**config.mk**
```make
export PLATFORM = sky130hd
export DESIGN_NAME = seg_scan_ctrl
export DESIGN_NICKNAME = d
export VERILOG_FILES = /design/src/rtl/seg_scan_ctrl.sv
export SDC_FILE = /design/constraint.sdc
export NUM_CORES = 1
export LEC_CHECK = 0
export ABC_AREA = 1
export CORE_MARGIN = 3
export CORE_UTILIZATION = 45
export DETAILED_ROUTE_END_ITERATION = 6
export PLACE_DENSITY = 0.66
export RECOVER_POWER = 50
export SKIP_CTS_REPAIR_TIMING = 1
export SLEW_MARGIN = 20
export SYNTH_ARGS = -nofsm -noshare
export SYNTH_HDL_FRONTEND = slang
export SYNTH_SLANG_ARGS = --single-unit
```
**constraint.sdc**
```tcl
create_clock -name clk -period 3.1 [get_ports clk]
set_input_delay 0.62 -clock clk [delete_from_list [all_inputs] [get_ports clk]]
set_output_delay 0.62 -clock clk [all_outputs]
set_load 0.02 [all_outputs]
```
**src/rtl/seg_scan_ctrl.sv**
```systemverilog
// Multiplexed 7-segment scan controller: prescaled digit scan with ghost blanking,
// frame-synchronous double-buffered display data, per-digit mask and leading-zero suppression.
module seg_scan_ctrl #(
  parameter int DIGITS    = 8,
  parameter int DIV_MAX   = 50000,
  parameter int BLANK_CYC = 500
) (
  input  logic                      clk,
  input  logic                      rst_n,
  input  logic                      en,
  input  logic                      load,
  input  logic [4*DIGITS-1:0]       hexs,
  input  logic [DIGITS-1:0]         point,
  input  logic [DIGITS-1:0]         les,
  input  logic [DIGITS-1:0]         dig_en,
  input  logic                      lz_en,
  output logic [3:0]                hex_o,
  output logic                      dp_o,
  output logic                      le_o,
  output logic [DIGITS-1:0]         an_o,
  output logic [$clog2(DIGITS)-1:0] scan_o,
  output logic                      frame_tick,
  output logic                      load_pend
);

  localparam int IW   = $clog2(DIGITS);
  localparam int CMAX = (DIV_MAX > BLANK_CYC) ? DIV_MAX : BLANK_CYC;
  localparam int CW   = $clog2(CMAX + 1);
  localparam logic [CW-1:0] SHOW_LAST  = CW'(DIV_MAX - 1);
  localparam logic [CW-1:0] BLANK_LAST = CW'((BLANK_CYC > 0) ? BLANK_CYC - 1 : 0);
  localparam logic [IW-1:0] IDX_LAST   = IW'(DIGITS - 1);

  typedef enum logic [1:0] {IDLE, BLANK, SHOW} state_t;

  typedef struct packed {
    logic [4*DIGITS-1:0] hex;
    logic [DIGITS-1:0]   dp;
    logic [DIGITS-1:0]   le;
    logic [DIGITS-1:0]   ena;
  } disp_t;

  state_t          state, nstate;
  logic [IW-1:0]   idx, nidx;
  logic [CW-1:0]   cyc, ncyc;
  disp_t           staging, shadow, nshadow;
  logic            frame_end, commit, run;
  logic [DIGITS-1:0] lead_zero, vis, nan;

  always_comb begin
    frame_end = (state == SHOW) && (cyc == SHOW_LAST) && (idx == IDX_LAST);
    commit    = load_pend && ((state == IDLE) || frame_end);
    nstate    = state;
    nidx      = idx;
    ncyc      = cyc;
    if (!en) begin
      nstate = IDLE;
      nidx   = '0;
      ncyc   = '0;
    end else begin
      case (state)
        IDLE: begin
          nstate = (BLANK_CYC > 0) ? BLANK : SHOW;
          nidx   = '0;
          ncyc   = '0;
        end
        BLANK: begin
          if (cyc == BLANK_LAST) begin
            nstate = SHOW;
            ncyc   = '0;
          end else begin
            ncyc = cyc + 1'b1;
          end
        end
        SHOW: begin
          if (cyc == SHOW_LAST) begin
            nstate = (BLANK_CYC > 0) ? BLANK : SHOW;
            nidx   = (idx == IDX_LAST) ? '0 : idx + 1'b1;
            ncyc   = '0;
          end else begin
            ncyc = cyc + 1'b1;
          end
        end
        default: begin
          nstate = IDLE;
          nidx   = '0;
          ncyc   = '0;
        end
      endcase
    end

    nshadow = commit ? staging : shadow;

    // lead_zero[k]: nibbles DIGITS-1 down to k are all zero
    run = 1'b1;
    lead_zero = '0;
    for (int k = DIGITS - 1; k >= 0; k--) begin
      run = run & (nshadow.hex[4*k +: 4] == 4'h0);
      lead_zero[k] = run;
    end
    vis = nshadow.ena & ~({DIGITS{lz_en}} & lead_zero & ~DIGITS'(1));

    nan = '1;
    if (nstate == SHOW && vis[nidx]) nan[nidx] = 1'b0;
  end

  // Outputs are driven from next-state values so they align with the state they describe.
  always_ff @(posedge clk or negedge rst_n) begin
    if (!rst_n) begin
      state      <= IDLE;
      idx        <= '0;
      cyc        <= '0;
      staging    <= '0;
      shadow     <= '0;
      load_pend  <= 1'b0;
      an_o       <= '1;
      hex_o      <= 4'h0;
      dp_o       <= 1'b0;
      le_o       <= 1'b0;
      scan_o     <= '0;
      frame_tick <= 1'b0;
    end else begin
      state  <= nstate;
      idx    <= nidx;
      cyc    <= ncyc;
      shadow <= nshadow;
      if (load) begin
        staging   <= '{hex: hexs, dp: point, le: les, ena: dig_en};
        load_pend <= 1'b1;
      end else if (commit) begin
        load_pend <= 1'b0;
      end
      an_o       <= nan;
      hex_o      <= nshadow.hex[4*nidx +: 4];
      dp_o       <= nshadow.dp[nidx];
      le_o       <= nshadow.le[nidx];
      scan_o     <= nidx;
      frame_tick <= frame_end && en;
    end
  end

endmodule

```
==> Yosys cells after proc, flatten, opt, wreduce, memory -nomap -nowiden <==
Index checks and enable logic that the tools add are counted.
{ "classes": {"addsub": 2, "order_cmp": 2, "n_eq_ne": 6, "shifts": 1, "n_mux": 24, "bitwise_logic": 11, "reduce_logical": 17} }
{ "op_table": {"columns": ["cell", "n"], "rows": [
  ["2-to-1 mux 56 bit", 1],
  ["2-to-1 mux 16 bit", 3],
  ["zero test 4 bit", 8],
  ["one-hot mux 16 bit (2 select lines)", 1],
  ["indexed part select 32 x 6 -> 4 bit", 1],
  ["adder 16 x 1 -> 16 bit, second input constant", 1],
  ["AND 8 bit", 2],
  ["== test 16 bit, second input constant", 1],
  ["== test 16 x 9 -> 1 bit, second input constant", 1],
  ["NOT 8 bit", 2],
  ["binary-select mux 1 bit (select 3 bit)", 3],
  ["2-to-1 mux 3 bit", 3],
  ["2-to-1 mux 8 bit", 1],
  ["AND 1 bit", 7],
  ["logical AND 1 bit", 6],
  ["2-to-1 mux 1 bit", 6],
  ["2-to-1 mux 2 bit", 3],
  ["one-hot mux 2 bit (3 select lines)", 1],
  ["one-hot mux 3 bit (2 select lines)", 1],
  ["== test 2 bit, second input constant", 2],
  ["less-than comparator 3 x 4 -> 1 bit, second input constant", 1],
  ["adder 3 x 1 -> 3 bit, second input constant", 1],
  ["demux 1 bit (select 3 bit)", 1],
  ["== test 3 bit, second input constant", 1],
  ["5 further kinds", 5]
]} }
{ "totals": {"regBits": 149, "word_cells": 80} }

==> Longest topological paths before layout <==
Gate-level depths: netlist (run 1).
{ "depth": {"ltp_word": 21, "mapped_depth": 18, "ltp_nobuf": 18} }

==> Worst setup path before layout (run 1) <==
OpenSTA, ideal clock, no wires.
{ "synth_path": {"path_kind": "reg2reg", "from": "register idx[0]", "to": "register hex_o[0]", "setup_ps": 136, "arrival_time_ps": 2253, "setup_slack_ps": 711, "path_stages_with_launch": 11, "n_path_buf": 1, "cell_sequence": "dfrtp_1 ha_1 ha_1 or2_2 o21ai_0 nand2_1 inv_1 buf_2 nor2_1 a221oi_1 nand3_1"} }
{ "synth_between": {"elab_chain_len": 6, "word_cells_on_any_way": 11} }
{ "synth_rtl": {"columns": ["item", "line", "text"], "rows": [
  ["start, declared", "43", "logic [IW-1:0] idx, nidx;"],
  ["start signal, assigned", "123", "idx <= nidx;"],
  ["adder 3 x 1 -> 3 bit or == test 3 bit (tied branches)", "77", "nidx = (idx == IDX_LAST) ? '0 : idx + 1'b1;"],
  ["2-to-1 mux 3 bit", "77", null],
  ["2-to-1 mux 3 bit", "75", "if (cyc == SHOW_LAST) begin"],
  ["one-hot mux 3 bit (2 select lines) (*)", "60", "case (state)"],
  ["2-to-1 mux 3 bit (*)", "55", "if (!en) begin"],
  ["via nidx[0]", "43", null],
  ["indexed part select 32 x 6 -> 4 bit (*)", "133", "hex_o <= nshadow.hex[4*nidx +: 4];"],
  ["end signal, assigned", "133", null],
  ["end, declared", "17", "output logic [3:0] hex_o,"]
]} }
The timed path passes the listed nets; every way through them passes the cells marked *.
A chain may end at the register's enable or synchronous reset.

==> Worst setup path after layout (run 1) <==
{ "layout_path": {"from": "register cyc[0]", "to": "register an_o[1]"} }
{ "layout_between": {"elab_chain_len": 20, "word_cells_on_any_way": 41} }
{ "layout_rtl": {"columns": ["item", "line", "text"], "rows": [
  ["start, declared", "44", "logic [CW-1:0] cyc, ncyc;"],
  ["start signal, assigned", "124", "cyc <= ncyc;"],
  ["== test 16 bit", "50, 75", null],
  ["logical AND 1 bit (2 in a row)", "50", "frame_end = (state == SHOW) && (cyc == SHOW_LAST) && (idx == IDX_LAST);"],
  ["logical OR 1 bit", "51", "commit = load_pend && ((state == IDLE) || frame_end);"],
  ["logical AND 1 bit", "51", null],
  ["2-to-1 mux 56 bit", "91", "nshadow = commit ? staging : shadow;"],
  ["zero test 4 bit", "97", "run = run & (nshadow.hex[4*k +: 4] == 4'h0);"],
  ["AND 1 bit (6 in a row)", "97", null],
  ["AND 8 bit", "100", "vis = nshadow.ena & ~({DIGITS{lz_en}} & lead_zero & ~DIGITS'(1));"],
  ["NOT 8 bit", "100", null],
  ["AND 8 bit", "100", null],
  ["binary-select mux 1 bit (select 3 bit)", "103", "if (nstate == SHOW && vis[nidx]) nan[nidx] = 1'b0;"],
  ["2-to-1 mux 1 bit (implied by the code)", "103", null],
  ["logical AND 1 bit", "103", null],
  ["2-to-1 mux 8 bit (*)", "103", null],
  ["via nan[1]", "47", "logic [DIGITS-1:0] lead_zero, vis, nan;"],
  ["end signal, assigned", "132", "an_o <= nan;"],
  ["end, declared", "20", "output logic [DIGITS-1:0] an_o,"]
]} }
The timed path passes the listed nets; every way through them passes the cells marked *. The select of a mux whose other input is x is not followed.

==> metrics, run 1 <==
Post-Route WL=15050 um; Worst Setup Start Kind=flop; Critical R2R Launch=cyc[0]; area grow syn2layout=22.96%; Mapped Nets=874; max-slew violations=169; GRT overflow=0; DRT iter0 DRCs=432; switching component of the power=1.328 mW; warnings from Yosys=0; sequential cell area fraction in the yosys report=55.29%; Rel. slew slack=-20.96%; Pleak=4.053 nW; sequential fraction of design power=45.7%; clk_skew=8.020 ps; Avg WL per Cell=13.83 um; Register Area=3739 um2; number of global-route vias before repair=5013; setup tns final=0 ps; placed cells=1056; Net Sw Frac=27.18%; combinational power share=14.2%; Final period util=87.54%; total power=4.886 mW; Post-Syn Instances=806; reg-to-reg slack, setup=390 ps; f_max=368.5 MHz; routed via count=5233; Fillers=1362; initial antenna violation count=0; CORE AREA=14640 um2; FF-to-FF path depth=16; first-pass GRT wire length=25250 um; VDD IR max=0.3812 mV; pwr dens=587.7 nW/um2; I/O Buffers=79; RR Endpoint=an_o[1]; status=finished, violations left; Cell variety after synth=37; Seq cells post-synth=149; Most used DFF post-synth=dfrtp_1; Synth Cell Area=6761 um2; Final Util=56.78%; total I/O pin count=80; largest net degree at the start of global routing=95; failing checks=capacitance limit, slew limit; Layout Cells excl Fill=1088; Hold WC Path Type=flop to flop; commonest non-fill, non-tap cells in the layout=232 x nand2_1, 141 x dfrtp_1, 119 x inv_1; Hold EP=cyc[0]; Final setup viols=0; EDFF count, synth=0; Final Hold Viols=0; arrival time worst endpoint=3070 ps; Max Fanout on Critical Path=18; Final Critical Period=2714 ps; setup repair after global routing missed its margin=no; post-DP HPWL=10810 um; Antenna diodes=0; clock power share=40.1%; Layout Nets=959; Req. time, crit path=3460 ps; DRT Pass-1 Iters=5; multi-input logic area=2409 um2; Max-cap violations=2; Clock Tree Buf Depth=2; P_int=3.558 mW; Hold Crit Start=cyc[0]; vias per std cell=4.810; Sinks on Clock Net=149; async set or reset register ratio after synthesis=100.0%; GRT Util Overall=19.47%; worst-margin pin slew=1814 ps; post-placement cell area=7759 um2; crit path kind=flop to flop; CTS clk-pin slew, worst paths=60 ps; final instance area=8314 um2; DRT antenna net count=0; drt drc=0; commonest non-fill, non-tap cell in the layout=nand2_1; CP Capture Type=flop; die height=128.6 um; Max H-tree Level=4; die width=128.6 um; Avg Synthesized Cell Area=8.389 um2; Clock Tree Root=clkbuf_16; Hold Path Depth=1; clk_lat worst skew=420 ps; die area=16530 um2; cts bufs inserted=17; FP Rows=44; Initial Utilization=46.17%; CTS tree=done; fraction of layout cells with a size suffix above 1=9.735%; GP Congestion=0.8236
[per-layer routing]
layer  track usage (%)  part of all wire [%]  wire (um)  vias up
li1                  -                     -          -     2699
met1             28.32                    49       7408     2420
met4             5.621                   1.3        195        0
met5                 0                     0          0        -
met2             29.14                    45       6830       97
met3             4.815                   4.1        616       17
[cell usage after synthesis, types with 7 or more instances]
| cell type | count | share of area (%) |
|---|---|---|
| dfrtp_1 | 141 | 52 |
| ha_1 | 7 | 1.3 |
| nand3_1 | 37 | 2.7 |
| o21ai_0 | 64 | 4.7 |
| nor2_1 | 48 | 2.7 |
| a21oi_1 | 14 | 1.0 |
| dfstp_2 | 8 | 3.1 |
| o21ai_1 | 23 | 1.7 |
| or2_2 | 8 | 0.74 |
| nand2_1 | 232 | 13 |
| inv_1 | 119 | 6.6 |
| nand4_1 | 21 | 1.9 |
| nor3_1 | 10 | 0.74 |
| clkbuf_1 | 15 | 0.83 |
[worst max path at each step]
| stage | startpoint | slack [ps] | end | depth (start not counted) |
|---|---|---|---|---|
| finish | cyc[0] | 390 | an_o[1] | 16 |
| floorplan | idx[0] | 710 | hex_o[0] | 10 |
| global placement | en | 420 | hex_o[1] | 11 |
| detailed placement | cyc[0] | 350 | hex_o[1] | 16 |
| global route | cyc[0] | 40 | hex_o[2] | 15 |
| CTS | cyc[0] | 300 | hex_o[1] | 16 |
[kinds of logic (layout without fill, tap and decap cells)]
logic type | count (synthesis) | in the layout | synth area share, %
compound gates | 117 | 117 | 9.419
xor+xnor | 6 | 6 | 0.7772
simple gates | 375 | 375 | 24.06
flops | 149 | 149 | 55.29
fa+ha+maj | 7 | 7 | 1.295
buf+inv | 152 | 250 | 9.160
[layout make-up]
type	count	share of cell area, %
Tap cell	184	2.769
Sequential cell	149	44.97
Clock buffer	19	5.327
Multi-Input combinational cell	505	28.97
Timing Repair Buffer	93	10.88
Clock inverter	13	1.445
Inverter	125	5.643
[power groups by stage]
stage	sequential (mW)	combinational (mW)	clock, mW
floorplan	2.26	0.416	0
global placement	2.26	0.691	0
detailed placement	2.27	0.697	0
CTS	2.23	0.703	2.00
global route	2.26	0.800	2.08
finish	2.24	0.694	1.96
[worst max-delay path, stage by stage (launching register included)]
cell and delay (ps):
dfrtp_1 370, ha_1 230, nand3_2 160, nor2_4 180, nand4_4 130, nand2_4 100
buf_4 220, nand3_1 110, nand2_1 100, nand2_1 60, nor2_1 240, nand3_1 180
nor2_2 130, nand3_1 90, nand2_1 90, nand2_2 120, nand4_1 130
[through the flow]
stage / hold WS [ps] / setup WS, ps
5_1_grt: 506.7 / 38.02
3_3_place_gp: 443.9 / 417.7
6_report: 467.4 / 386.3
3_5_place_dp: 459.2 / 350.8
2_1_floorplan: 324.4 / 711.2
4_1_cts: 238.2 / 301.9
[state kept, by name, indices dropped and copies added (netlist names)]
| name | cells |
|---|---|
| an_o | 8 |
| le_o | 1 |
| frame_tick | 1 |
| dp_o | 1 |
| idx | 3 |
| load_pend | 1 |
| staging | 56 |
| state | 2 |
| hex_o | 4 |
| cyc | 16 |
| shadow | 56 |
Power figures use the tool's default switching activity.
==> run 2: changes to the inputs <==
- CORE_UTILIZATION: 45 -> 55
- PLACE_DENSITY: 0.66 -> 0.79
==> run 2 against run 1 <==
  * Critical path depth down 2
  * Sequential power about the same
  * First-iteration DRC count down 13%
  * Cell area down 0.57%
  * Worst setup slack worse by 50 ps
  * Sequential cell count unchanged
  * Clock power up 5%
  * Clock-buffer cell count up 2
  * The flow still finishes with violations (capacitance limit, slew limit)
  * Via count up 4.6%
==> metrics, run 2 (same netlist as run 1, synthesis figures left out) <==
status=finished, violations left; failing checks=capacitance limit, slew limit; fraction of layout cells with a size suffix above 1=9.524%; biggest regs=shadow (56), staging (56), cyc (16); Max H-tree Level=4; post-DP HPWL=10850 um; Clock Tree Root=clkbuf_16; setup tns final=0 ps; clk_lat worst skew=430 ps; area grow syn2layout=22.26%; total I/O pin count=80; f_max=361.8 MHz; Antenna diodes=0; vias per std cell=5.233; Avg WL per Cell=14.66 um; Clock Tree Buf Depth=2; VDD IR max=0.5107 mV; number of global-route vias before repair=5363; GRT Util Overall=24.38%; switching component of the power=1.311 mW; Max-cap violations=1; cts bufs inserted=17; commonest non-fill, non-tap cell in the layout=nand2_1; DRT Pass-1 Iters=4; largest net degree at the start of global routing=95; I/O Buffers=79; drt drc=0; Crit-path slowest cell=dfrtp_1; pre-CTS WS=159.8 ps; die area=13660 um2; FF-to-FF path depth=14; reg-to-reg slack, setup=340 ps; max-slew violations=73; CP Capture Point=an_o[2]; Final setup viols=0; DRT iter0 DRCs=377; Sinks on Clock Net=149; RR Endpoint=an_o[2]; Final period util=89.16%; P_int=3.665 mW; clk_skew=6.478 ps; setup repair after global routing missed its margin=no; Req. time, crit path=3470 ps; Layout Nets=958; GP Congestion=0.9157; Initial Utilization=57.74%; worst-margin pin slew=1808 ps; crit-path cells=ha_1 -> nand3_2 -> nor2_4 -> nand4_4 -> nand2_4 -> nand2_8 -> or2_0 -> o21ai_1 -> inv_1 -> nor2_2 -> nand4_1 -> a21oi_2 -> nand2_2 -> nand4_1; Post-Route WL=15340 um; Final Critical Period=2764 ps; Critical R2R Launch=cyc[0]; arrival time worst endpoint=3130 ps; DRT antenna net count=0; die height=116.9 um; crit-path most repeated cell=nand4_1; crit path kind=flop to flop; pwr dens=602.0 nW/um2; FP Rows=39; combinational power share=13.9%; initial antenna violation count=0; Final Hold Viols=0; Rel. slew slack=-20.51%; post-placement cell area=7687 um2; first-pass GRT wire length=25540 um; Fillers=901; CORE AREA=11710 um2; CTS tree=done; CTS clk-pin slew, worst paths=60 ps; max incr delay on CP=370 ps; GRT overflow=0; commonest non-fill, non-tap cells in the layout=232 x nand2_1, 141 x dfrtp_1, 118 x inv_1; Hold Path Depth=1; routed via count=5474; CP Capture Type=flop; die width=116.9 um; Final Util=70.59%; sequential fraction of design power=44.9%; Max Fanout on Critical Path=57; placed cells=1014; Worst Setup Start Kind=flop; final instance area=8267 um2; clock power share=41.2%; Pleak=4.054 nW; Net Sw Frac=26.35%; fin worst setup slack=336.0 ps; Layout Cells excl Fill=1046; Hold WC Path Type=flop to flop; Worst setup startpoint=cyc[0]
==> run 2: per-layer routing <==
metal | track usage, % | vias up | share of wire (%) | wire length, um
met1 | 32.41 | 2596 | 45 | 6848
met3 | 7.198 | 30 | 5.2 | 795
li1 | - | 2708 | - | -
met5 | 0 | - | 0 | 0
met2 | 38.87 | 140 | 48 | 7394
met4 | 7.875 | 0 | 1.9 | 296
==> run 2: metrics by stage <==
step	total power [mW]	hold slack [ps]
floorplan	2.678	324.4
global placement	2.917	443.9
detailed placement	2.952	457.6
CTS	5.013	229.1
global route	5.223	475.6
finish	4.977	463.3
==> run 2: layout make-up <==
type | count | area (um2) | area share (%)
timing repair buffer | 92 | 865.8 | 10.47
clock inverter | 11 | 125.1 | 1.514
multi-input combinational | 505 | 2419 | 29.26
tap | 143 | 178.9 | 2.164
sequential | 149 | 3739 | 45.22
inverter | 125 | 469.2 | 5.676
clock buffer | 21 | 470.5 | 5.691
==> run 2: worst min-delay path by stage <==
| stage | start | end | slack [ps] |
|---|---|---|---|
| detailed placement | cyc[0] | cyc[0] | 460 |
| global placement | cyc[0] | cyc[0] | 440 |
| floorplan | rst_n | cyc[0] | 320 |
| CTS | rst_n | cyc[14] | 230 |
| global route | cyc[0] | cyc[0] | 480 |
| finish | cyc[0] | cyc[0] | 460 |
==> run 2: power by group through the flow <==
stage                     combinational [mW]  clock, mW  sequential, mW
after global routing                   0.787       2.18            2.26
after global placement                 0.660          0            2.26
after CTS                              0.698       2.08            2.23
after floorplan                        0.416          0            2.26
after detailed placement               0.688          0            2.26
final                                  0.692       2.05            2.24
==> run 2: worst max-delay path, delay by kind of cell (launching register included) <==
kind / cells / cell delay [ps]
adder cells (fa/ha/maj): 1 / 240
AO/OA/AOI/OAI: 2 / 230
AND/OR/NAND/NOR: 10 / 1750
buffers and inverters: 1 / 90
flip-flops: 1 / 370
==> run 3: changes to the inputs <==
- HOLD_SLACK_MARGIN: unset -> 0.15
==> results of run 3 <==
Same layout as run 2: the final DEF is identical, and so are final timing and power.
